File: config.mk
export PLATFORM = sky130hd
export DESIGN_NAME = x_uart_tx_buf
export DESIGN_NICKNAME = d
export VERILOG_FILES = /design/src/rtl/x_uart_tx_buf.sv
export SDC_FILE = /design/constraint.sdc
export NUM_CORES = 1
export LEC_CHECK = 0
export CORE_ASPECT_RATIO = 1.4
export CORE_UTILIZATION = 55
export CTS_CLUSTER_DIAMETER = 30
export DETAILED_ROUTE_END_ITERATION = 7
export PLACE_DENSITY = 0.75
export SETUP_SLACK_MARGIN = 0.1
export SLEW_MARGIN = 20
export SYNTH_ARGS = -nofsm -noshare
export SYNTH_HDL_FRONTEND = slang
export SYNTH_SLANG_ARGS = --single-unit
File: constraint.sdc
create_clock -name i_clk -period 3.05 [get_ports i_clk]
set_input_delay 0.61 -clock i_clk [delete_from_list [all_inputs] [get_ports i_clk]]
set_output_delay 0.61 -clock i_clk [all_outputs]
set_load 0.02 [all_outputs]
File: src/rtl/x_uart_tx_buf.sv
// x_uart_tx_buf: buffered 8N1 UART transmitter.
// Bytes enter a small FIFO through a valid/accept handshake and are
// serialised LSB-first on o_tx. Define X_UART_TX_PARITY_EN to insert an
// even-parity bit between the data bits and the stop bit.
module x_uart_tx_buf #(
  parameter int unsigned p_clk_hz = 50000000,
  parameter int unsigned p_baud   = 115200,
  parameter int unsigned p_depth  = 4
) (
  input  logic                         i_clk,
  input  logic                         i_rst,
  input  logic                         i_valid,
  input  logic [7:0]                   i_data,
  output logic                         o_accept,
  output logic                         o_tx,
  output logic                         o_busy,
  output logic [$clog2(p_depth+1)-1:0] o_level
);

  localparam int unsigned BIT = p_clk_hz / p_baud;
  localparam int unsigned CW  = $clog2(BIT);
  localparam int unsigned AW  = $clog2(p_depth);
  localparam int unsigned LW  = $clog2(p_depth + 1);
  localparam logic [CW-1:0] RELOAD = CW'(BIT - 1);

`ifdef X_UART_TX_PARITY_EN
  typedef enum logic [2:0] {S_IDLE, S_START, S_DATA, S_PARITY, S_STOP} state_t;
`else
  typedef enum logic [1:0] {S_IDLE, S_START, S_DATA, S_STOP} state_t;
`endif

  state_t        state_q, state_d;
  logic [CW-1:0] cnt_q, cnt_d;
  logic [2:0]    bit_q, bit_d;
  logic [7:0]    shift_q, shift_d;
  logic [AW:0]   wptr_q, rptr_q;
  logic [7:0]    mem_q [p_depth];
`ifdef X_UART_TX_PARITY_EN
  logic          par_q, par_d;
`endif

  logic [AW:0] level;
  logic        full, empty, push, load, cnt_last, tx;
  logic [7:0]  head;

  assign level    = wptr_q - rptr_q;
  assign full     = (level == (AW+1)'(p_depth));
  assign empty    = (wptr_q == rptr_q);
  assign push     = i_valid && !full;
  assign head     = mem_q[rptr_q[AW-1:0]];
  assign cnt_last = (cnt_q == '0);

  assign o_accept = !full;
  assign o_level  = LW'(level);
  assign o_busy   = (state_q != S_IDLE) || !empty;
  assign o_tx     = tx;

  // FIFO storage: written on every accepted push, never reset.
  always_ff @(posedge i_clk) begin
    if (push) mem_q[wptr_q[AW-1:0]] <= i_data;
  end

  // FIFO pointers; a pop is the FSM loading a new frame.
  always_ff @(posedge i_clk or posedge i_rst) begin
    if (i_rst) begin
      wptr_q <= '0;
      rptr_q <= '0;
    end else begin
      if (push) wptr_q <= wptr_q + 1'b1;
      if (load) rptr_q <= rptr_q + 1'b1;
    end
  end

  // FSM and datapath registers.
  always_ff @(posedge i_clk or posedge i_rst) begin
    if (i_rst) begin
      state_q <= S_IDLE;
      cnt_q   <= '0;
      bit_q   <= '0;
      shift_q <= '0;
`ifdef X_UART_TX_PARITY_EN
      par_q   <= 1'b0;
`endif
    end else begin
      state_q <= state_d;
      cnt_q   <= cnt_d;
      bit_q   <= bit_d;
      shift_q <= shift_d;
`ifdef X_UART_TX_PARITY_EN
      par_q   <= par_d;
`endif
    end
  end

  // Next state, baud timing and line level.
  // IDLE and the last STOP cycle share one load path so back-to-back
  // frames start with no idle gap.
  always_comb begin
    state_d = state_q;
    cnt_d   = cnt_q;
    bit_d   = bit_q;
    shift_d = shift_q;
    load    = 1'b0;
    tx      = 1'b1;
`ifdef X_UART_TX_PARITY_EN
    par_d   = par_q;
`endif
    if (state_q != S_IDLE) cnt_d = cnt_last ? RELOAD : cnt_q - 1'b1;
    case (state_q)
      S_IDLE: begin
        if (!empty) load = 1'b1;
      end
      S_START: begin
        tx = 1'b0;
        if (cnt_last) begin
          state_d = S_DATA;
          bit_d   = '0;
        end
      end
      S_DATA: begin
        tx = shift_q[0];
        if (cnt_last) begin
          shift_d = shift_q >> 1;
          if (bit_q == 3'd7) begin
`ifdef X_UART_TX_PARITY_EN
            state_d = S_PARITY;
`else
            state_d = S_STOP;
`endif
          end else begin
            bit_d = bit_q + 1'b1;
          end
        end
      end
`ifdef X_UART_TX_PARITY_EN
      S_PARITY: begin
        tx = par_q;
        if (cnt_last) state_d = S_STOP;
      end
`endif
      S_STOP: begin
        if (cnt_last) begin
          if (!empty) load = 1'b1;
          else        state_d = S_IDLE;
        end
      end
      default: state_d = S_IDLE;
    endcase
    if (load) begin
      state_d = S_START;
      shift_d = head;
      cnt_d   = RELOAD;
`ifdef X_UART_TX_PARITY_EN
      par_d   = ^head;
`endif
    end
  end

endmodule
=== Yosys cells after proc, flatten, opt, wreduce, memory -nomap -nowiden ===
Memory sizes are Yosys's and may differ from the RTL's.
Cells that the tools add are included.
W data, S select, Z words.

* Register bits: 28
* Memory bits (writable): 32
* Word-level logic and storage cells: 64
* Memories: 1

* Add/subtract/negate cells: 5
* Eq/ne operators: 14
* Multiplexer cells: 23
* Reduce and logical (&&, ||, !) cells: 15

{| class="wikitable"
|+ Memory list
! name !! depth !! bits a word !! rd ports !! clocked after memory_dff !! wr ports !! RTL line !! text
|-
| mem_q || 4 || 8 || 1 || 0 || 1 || 37 || <nowiki>logic [7:0] mem_q [p_depth];</nowiki>
|}

{| class="wikitable"
|+ Operators with widths
! operator !! number
|-
| $mux W9 || 3
|-
| $mux W8 || 3
|-
| $ne A3 B3 Y1 const B || 5
|-
| $mux W2 || 6
|-
| $reduce_bool A2 Y1 || 5
|-
| $add A3 B1 Y3 const B || 3
|-
| $logic_not A9 Y1 || 1
|-
| $mux W3 || 3
|-
| $sub A9 B1 Y9 const B || 1
|-
| $eq A3 B3 Y1 const B || 2
|-
| $ne A2 B2 Y1 const B || 3
|-
| $pmux W2 S3 || 1
|-
| $pmux W3 S2 || 1
|-
| $reduce_and A6 Y1 || 1
|-
| $eq A2 B2 Y1 const B || 2
|-
| $mux W1 || 4
|-
| $pmux W1 S2 || 2
|-
| $reduce_and A4 Y1 || 1
|-
| $reduce_bool A4 Y1 || 1
|-
| $eq A3 B3 Y1 || 1
|-
| $sub A3 B3 Y3 || 1
|-
| $eq A2 B1 Y1 const B || 1
|-
| $logic_not A1 Y1 || 2
|-
| $logic_not A2 Y1 || 1
|-
| other kinds (3) || 3
|}

=== Longest topological paths before layout ===
Gate-level depths: netlist of the first run.

* Depth after elaboration: 6
* Mapped depth: 9
* Mapped depth without buffers: 9

=== Worst setup path after synthesis of the first run ===
Ideal clock, no wire load.

* Path kind: register to register
* Start: reg rptr_q[1]
* End: reg wptr_q[2]
* Period minus slack after synthesis: 2.487 ns
* Arrival: 2.347 ns
* Library setup time: 0.140 ns
* Data required time: 2.910 ns
* Slack: 0.563 ns
* Stages on the path, launching flop included: 8
* Cells stage by stage: dfrtp_1 > clkbuf_1 > inv_1 > fa_1 > xnor3_1 > nand3b_1 > and3_1 > xor2_1

* Word-level cells in the longest chain between the ends: 4

{| class="wikitable"
|+ RTL lines
! what !! RTL line !! text
|-
| start: declaration || 36 || <nowiki>logic [AW:0] wptr_q, rptr_q;</nowiki>
|-
| start signal: assignment || 70 || <nowiki>if (load) rptr_q <= rptr_q + 1'b1;</nowiki>
|-
| $sub A3 B3 Y3 || 46 || <nowiki>assign level = wptr_q - rptr_q;</nowiki>
|-
| net o_level[2] || 17 || <nowiki>output logic [$clog2(p_depth+1)-1:0] o_level</nowiki>
|-
| $eq A3 B3 Y1 || 47 || <nowiki>assign full = (level == (AW+1)'(p_depth));</nowiki>
|-
| $logic_not A1 Y1 || - ||
|-
| net o_accept || 14 || <nowiki>output logic o_accept,</nowiki>
|-
| $logic_and A1 B1 Y1 || 49 || <nowiki>assign push = i_valid && !full;</nowiki>
|-
| end signal: assignment || 69 || <nowiki>if (push) wptr_q <= wptr_q + 1'b1;</nowiki>
|-
| end: declaration || 36 ||
|}

The timed path passes the listed nets, and every way through them passes these cells.
A chain may end at the register's enable or synchronous reset.

=== Worst setup path in the final report of the first run ===
* Start: reg wptr_q[0]
* End: out o_accept

* Word-level cells in the longest chain between the ends: 3

{| class="wikitable"
|+ RTL lines
! what !! RTL line !! text
|-
| $sub A3 B3 Y3 || 46 ||
|-
| $eq A3 B3 Y1 || 47 ||
|-
| $logic_not A1 Y1 || 53 || <nowiki>assign o_accept = !full;</nowiki>
|-
| end: declaration || 14 ||
|}

Every way passes these cells.

==> results of run 1 <==
## cell type report
cell class                 instances  area [µm²]  area share (%)
clock buffer                       9       123.9           3.792
clock inverter                     7       51.30           1.570
inverter                          12       45.04           1.379
multi-input combinational        134        1110           33.97
sequential                        60        1662           50.86
tap                               64       80.08           2.451
timing repair buffer              21       195.2           5.975
## metrics by stage
step           instances  setup slack (ns)  hold WS [ns]  total power [mW]  utilization (%)
3_5_place_dp         291            0.2902        0.4304             1.489            62.93
3_3_place_gp         291            0.3736        0.4283             1.472            62.93
4_1_cts              307            0.1892        0.4400             2.097            66.44
2_1_floorplan        212            0.5629        0.4149             1.313                -
5_1_grt              307            0.1412        0.4748             2.182            66.44
6_report             307            0.2663        0.4371             2.071            66.44
## Yosys cell counts (5+ instances only)
cell type  instances
mux2i_1            7
o21ai_0           12
inv_1             12
nor2_1             9
mux4_2             8
nand2_1           25
edfxtp_1          32
and3_1             5
dfrtp_1           28
ha_1              16
xnor2_1            6
xor2_1             5
## what timing repair did
| item | in CTS | in global routing |
|---|---|---|
| hold buffers | 0 | 0 |
| setup buffers | 0 | 0 |
| setup endpoints to repair | 2 | 2 |
| resized for setup | 2 | 1 |
| cloned | 0 | 0 |
## path summary, 6_finish.rpt
path,slack (ns),depth (start not counted),startpoint,to
hold reg to reg,0.44,1,cnt_q[0],cnt_q[0]
max in group asynchronous,2.15,3,i_rst,rptr_q[0]
hold / removal,0.44,1,cnt_q[0],cnt_q[0]
min in group asynchronous,0.63,3,i_rst,shift_q[1]
setup / recovery,0.27,7,wptr_q[0],o_accept
setup reg to reg,0.75,7,wptr_q[0],mem_q[3][0]
## worst max-delay path, cell delays in order, from the launching register on
cell	delay, ns
dfrtp_1	0.42
inv_2	0.11
ha_1	0.15
inv_1	0.05
fa_1	0.36
xnor3_1	0.22
nand3b_1	0.16
dlygate4sd2_1	0.36
## cell families after synthesis
group                    share of synthesized area (%)
AO/OA/AOI/OAI                                    7.574
flip-flops                                       58.48
buffers and inverters                            2.466
XOR/XNOR                                         4.183
multiplexers                                     9.203
AND/OR/NAND/NOR                                  10.35
adder cells (fa/ha/maj)                          7.750
## power by group through the flow
stage | Clock (mW) | Combinational (mW) | Sequential, mW
after floorplan | 0 | 0.286 | 1.03
after global placement | 0 | 0.435 | 1.04
after detailed placement | 0 | 0.446 | 1.04
after CTS | 0.638 | 0.431 | 1.03
after global routing | 0.674 | 0.469 | 1.04
final | 0.625 | 0.419 | 1.03
## registers in the layout (all words and copies together), names as in the netlist
register / count
shift_q: 8
bit_q: 3
wptr_q: 3
mem_q: 32
rptr_q: 3
cnt_q: 9
state_q: 2
## per-layer routing
metal  up-vias  part of all wire, %  GRT usage (%)
met5         -                    0              0
met4         0                  2.5          11.42
met2        19                   52          35.87
li1        823                    -              -
met1       804                   43          21.88
met3        12                  2.4          5.105
==> key figures, run 1 <==
Outcome
  • Status: finished, final reports clean

Logic synthesis
  • Syn nets: 240
  • Yosys reg bits: 60
  • Mapped Area: 2841 µm²
  • Post-Syn Instances: 212
  • Post-Syn Area per Cell: 13.40 µm²
  • Synth warn: 0
  • Synth top area cells: edfxtp_1, dfrtp_1, ha_1, mux4_2, nand2_1
  • Top cell type's share of synthesized area: 33.82%
  • Ys flop type: edfxtp_1
  • Sequential share of the synthesized area: 58.48%
  • Dominant cell type by area after synthesis: edfxtp_1
  • Post-synth ARST share: 46.67%
  • Netlist cell types: 46
  • Number of enable flip-flop cells after synthesis: 32

Cells and area
  • Fillcell total: 368
  • Design Area, Final: 3267 µm²
  • Final nets: 266
  • Syn-to-layout area delta: 14.97%
  • N_diodes: 0
  • Most frequent cells in the layout: edfxtp_1, dfrtp_1, nand2_1
  • Most common cell after layout, fill and taps aside: edfxtp_1
  • Share of layout cells above drive strength 1: 16.05%

Placed design
  • DP Wirelength: 3321 µm
  • Placed Area: 3094 µm²
  • Number of I/O port buffers: 16
  • RD Place Congestion: 0.7606

Route
  • Initial DRC count: 48
  • Antenna-violating nets left: 0
  • Routed WL: 4691 µm
  • Vias: 1658
  • Vias per inst: 5.401
  • WL per Instance: 15.28 µm
  • # DRC: 0
  • 1st-pass router iterations: 4

Floorplan
  • Die width: 62.75 µm
  • Starting Density: 57.79%
  • Core Box Area: 4917 µm²
  • Std-Cell Rows: 30
  • Die ar.: 5462 µm²
  • I/O pin total: 17
  • Die outline height: 87.05 µm

Timing
  • Clock Skews: 0.009993 ns
  • Endpoints failing setup: 0
  • Max_slew headroom: 64.93%
  • RSZ-0062 raised after global routing: false
  • Worst-Margin Slew: 0.5213 ns
  • Post-route minimum period: 2.784 ns
  • Final Max Tran Viols: 0
  • Max Fclk: 0.3592 GHz
  • Final Hold Fails: 0
  • Setup TNS: 0 ns
  • Final cycle utilization of the critical path: 91.27%

Power and ir drop
  • Worst IR Drop VDD: 0.0005398 V
  • Psw: 0.6164 mW
  • Leakage Power: 1.345 nW
  • Seq pwr share: 49.6%
  • Int Power: 1.455 mW
  • Logic pwr share: 20.2%
  • Sw Ratio: 29.76%
  • Part of the power in the clock network: 30.2%
  • Cell Pwr Density: 634.0 nW/µm²

Clock tree
  • Clk_lat worst skew: 0.34 ns
  • Clock sinks: 60
  • Root Driver: clkbuf_8
  • Total CTS buffers: 9
  • CTS Buffer Depth: 2
  • CTS tree: yes
  • Reg clk slew, reported paths: 0.07 ns
  • H-Tree Level Count: 3

Worst setup path
  • Startpoint types: register
  • CP required: 2.44 ns
  • Worst Setup Path Type: register to output pin
  • Worst Setup End Kind: output pin
  • CP arrival: 2.17 ns
  • Crit Path Max Fanout: 6

Flow run
  • Max-cap viol count: 0

Global routing
  • Tot GR Track Use: 20.19%
  • Initial antenna violation count: 0
  • Vias in the first global route: 1697
  • GRT overflow: 0
  • Largest net degree at the start of global routing: 29
  • First-pass GRT wire length: 8038 µm

Min path
  • Hold Path Class: register to register
Power figures use the tool's default switching activity.
==> run 2: changes to the inputs <==
- REMOVE_ABC_BUFFERS: not set -> 1
- clock period: 3.05 -> 3.3 ns (I/O delays scaled with it)
==> key figures, run 2 (same netlist as run 1, synthesis figures left out) <==
Global routing
  • Vias in the first global route: 1693 (was 1697)
  • Initial antenna violation count: 0 (unchanged)
  • Tot GR Track Use: 20.93% (was 20.19%)
  • First-pass GRT wire length: 8252 µm (was 8038 µm)
  • GRT overflow: 0 (unchanged)
  • Largest net degree at the start of global routing: 29 (unchanged)

Placed design
  • RD Place Congestion: 0.7870 (was 0.7606)
  • Worst slack, placed: 0.5496 ns (was 0.2902 ns)
  • Number of I/O port buffers: 16 (unchanged)
  • DP Wirelength: 3400 µm (was 3321 µm)
  • Placed Area: 3087 µm² (was 3094 µm²)

Route
  • Vias: 1691 (was 1658)
  • WL per Instance: 15.95 µm (was 15.28 µm)
  • Initial DRC count: 116 (was 48)
  • Antenna-violating nets left: 0 (unchanged)
  • # DRC: 0 (unchanged)
  • Vias per inst: 5.526 (was 5.401)
  • 1st-pass router iterations: 4 (unchanged)
  • Routed WL: 4882 µm (was 4691 µm)

Power and ir drop
  • Cell Pwr Density: 616.1 nW/µm² (was 634.0 nW/µm²)
  • Worst IR Drop VDD: 0.0004430 V (was 0.0005398 V)
  • Total power: 2.030 mW (was 2.071 mW)
  • Leakage Power: 1.361 nW (was 1.345 nW)

Timing
  • Final cycle utilization of the critical path: 90.82%
  • Worst-Margin Slew: 0.5269 ns (was 0.5213 ns)
  • Endpoints failing setup: 0 (unchanged)
  • Max_slew headroom: 64.55% (was 64.93%)
  • Max Fclk: 0.3337 GHz
  • Setup TNS: 0 ns (unchanged)
  • Final Max Tran Viols: 0 (unchanged)
  • Clock Skews: 0.01147 ns (was 0.009993 ns)
  • Worst setup margin: 0.3029 ns (was 0.2663 ns)
  • Final Hold Fails: 0 (unchanged)
  • Post-route minimum period: 2.997 ns
  • RSZ-0062 raised after global routing: false (unchanged)

Cells and area
  • Max reg flops: 32 (unchanged)
  • Most common cell after layout, fill and taps aside: edfxtp_1 (unchanged)
  • Syn-to-layout area delta: 15.98% (was 14.97%)
  • Share of layout cells above drive strength 1: 15.29% (was 16.05%)
  • Most frequent cells in the layout: edfxtp_1, dfrtp_1, nand2_1 (unchanged)
  • N_diodes: 0 (unchanged)
  • Final nets: 265 (was 266)
  • Fillcell total: 375 (was 368)
  • Design Area, Final: 3296 µm² (was 3267 µm²)

Clock tree
  • CTS Buffer Depth: 2 (unchanged)
  • Post-CTS Setup Inserts: 0 (unchanged)
  • Hold_buf cts: 0 (unchanged)
  • H-Tree Level Count: 3 (unchanged)
  • Clk_lat worst skew: 0.35 ns (was 0.34 ns)
  • CTS tree: yes (unchanged)
  • Root Driver: clkbuf_8 (unchanged)
  • Total CTS buffers: 9 (unchanged)
  • Reg clk slew, reported paths: 0.07 ns (about the same)
  • Clock sinks: 60 (unchanged)

Outcome
  • Status: finished, final reports clean (unchanged)

Worst setup path
  • CP arrival: 2.34 ns (was 2.17 ns)
  • Worst Setup End Kind: output pin (unchanged)
  • Crit path from: state_q[0] (was wptr_q[0])
  • Crit Path Max Fanout: 13 (was 6)
  • Max stage delay on crit path: 0.53 ns (was 0.42 ns)
  • CP required: 2.64 ns (was 2.44 ns)
  • CP cell instances: inv_1 > ha_1 > nand3_1 > or2_2 > clkdlybuf4s50_1 (was inv_2 > ha_1 > inv_1 > fa_1 > xnor3_1 > nand3b_1 > dlygate4sd2_1)
  • Buf+Inv Stages, Crit Path: 2 (was 3)
  • Startpoint types: register (unchanged)
  • CP delay by family, top: buffers and inverters (unchanged)
  • Critical path's slowest cell: clkdlybuf4s50_1 (was dfrtp_1)
  • Worst Setup Path Type: register to output pin (unchanged)
  • Worst reg2reg path startpoint: wptr_q[0] (unchanged)

Floorplan
  • Std-Cell Rows: 30 (unchanged)
  • Starting Density: 57.79% (unchanged)
  • I/O pin total: 17 (unchanged)
  • Die outline height: 87.05 µm (unchanged)
  • Die width: 62.75 µm (unchanged)
  • Core Box Area: 4917 µm² (unchanged)
  • Die ar.: 5462 µm² (unchanged)

Flow run
  • Max-cap viol count: 0 (unchanged)

Min path
  • HP Start: cnt_q[0] (unchanged)
  • Hold Path Class: register to register (unchanged)
run 2: changes by cell type in the layout (fill, tap and decap cells not counted), sizes merged:
cell / previous run / this run
buf: 5 / 4
inv: 13 / 15
clkdlybuf4s50: 14 / 15
dlymetal6s2s: 0 / 1
bufinv: 0 / 1
dlygate4sd2: 2 / 0
clkinvlp: 2 / 0
clkinv: 4 / 3
run 2: worst register-to-register path, cell delays in order, from the launching register on:
cell      delay [ns]
dfrtp_1         0.40
inv_1           0.14
ha_1            0.16
inv_1           0.04
fa_1            0.36
xnor3_1         0.20
nand3b_1        0.18
and3_1          0.49
run 2: metrics by stage:
stage	instances	util (%)	hold WS, ns
finish	306	67.02	0.4399
global route	306	67.02	0.4592
CTS	306	66.97	0.4462
detailed placement	290	62.77	0.4366
global placement	290	62.77	0.4303
floorplan	206	-	0.4149
run 2: worst paths after layout:
check	to	slack, ns	depth (start not counted)
min in group asynchronous	bit_q[2]	0.70	3
max in group asynchronous	rptr_q[1]	2.33	3
worst max-delay path	o_busy	0.30	5
worst max register to register	mem_q[3][1]	0.96	7
worst min register to register	cnt_q[0]	0.44	1
worst min-delay path	cnt_q[0]	0.44	1
run 2: area by class of cell:
type	instances	area [µm²]	share of cell area (%)
Inverter	12	45.04	1.367
Clock inverter	7	82.58	2.506
Clock buffer	9	123.9	3.759
Sequential cell	60	1662	50.42
Multi-Input combinational cell	134	1110	33.67
Tap cell	64	80.08	2.430
Timing Repair Buffer	20	192.7	5.847
run 2: report_power, final:
part | internal (mW) | switching [mW]
Clock | 0.360 | 0.320
Sequential | 0.906 | 0.0429
Combinational | 0.178 | 0.223
Total | 1.44 | 0.586
run 2: per-layer routing:
layer / up-vias / global-route usage [%] / share of wire [%]
met3: 10 / 4.843 / 2.9
met2: 30 / 35.47 / 53
li1: 825 / - / -
met4: 0 / 13.32 / 2.3
met5: - / 0 / 0
met1: 826 / 23.89 / 42
run 2: timing repair:
action                     4_1_cts  5_1_grt
resized for setup                0        1
setup endpoints to repair        0        1
hold endpoints to repair         0        0
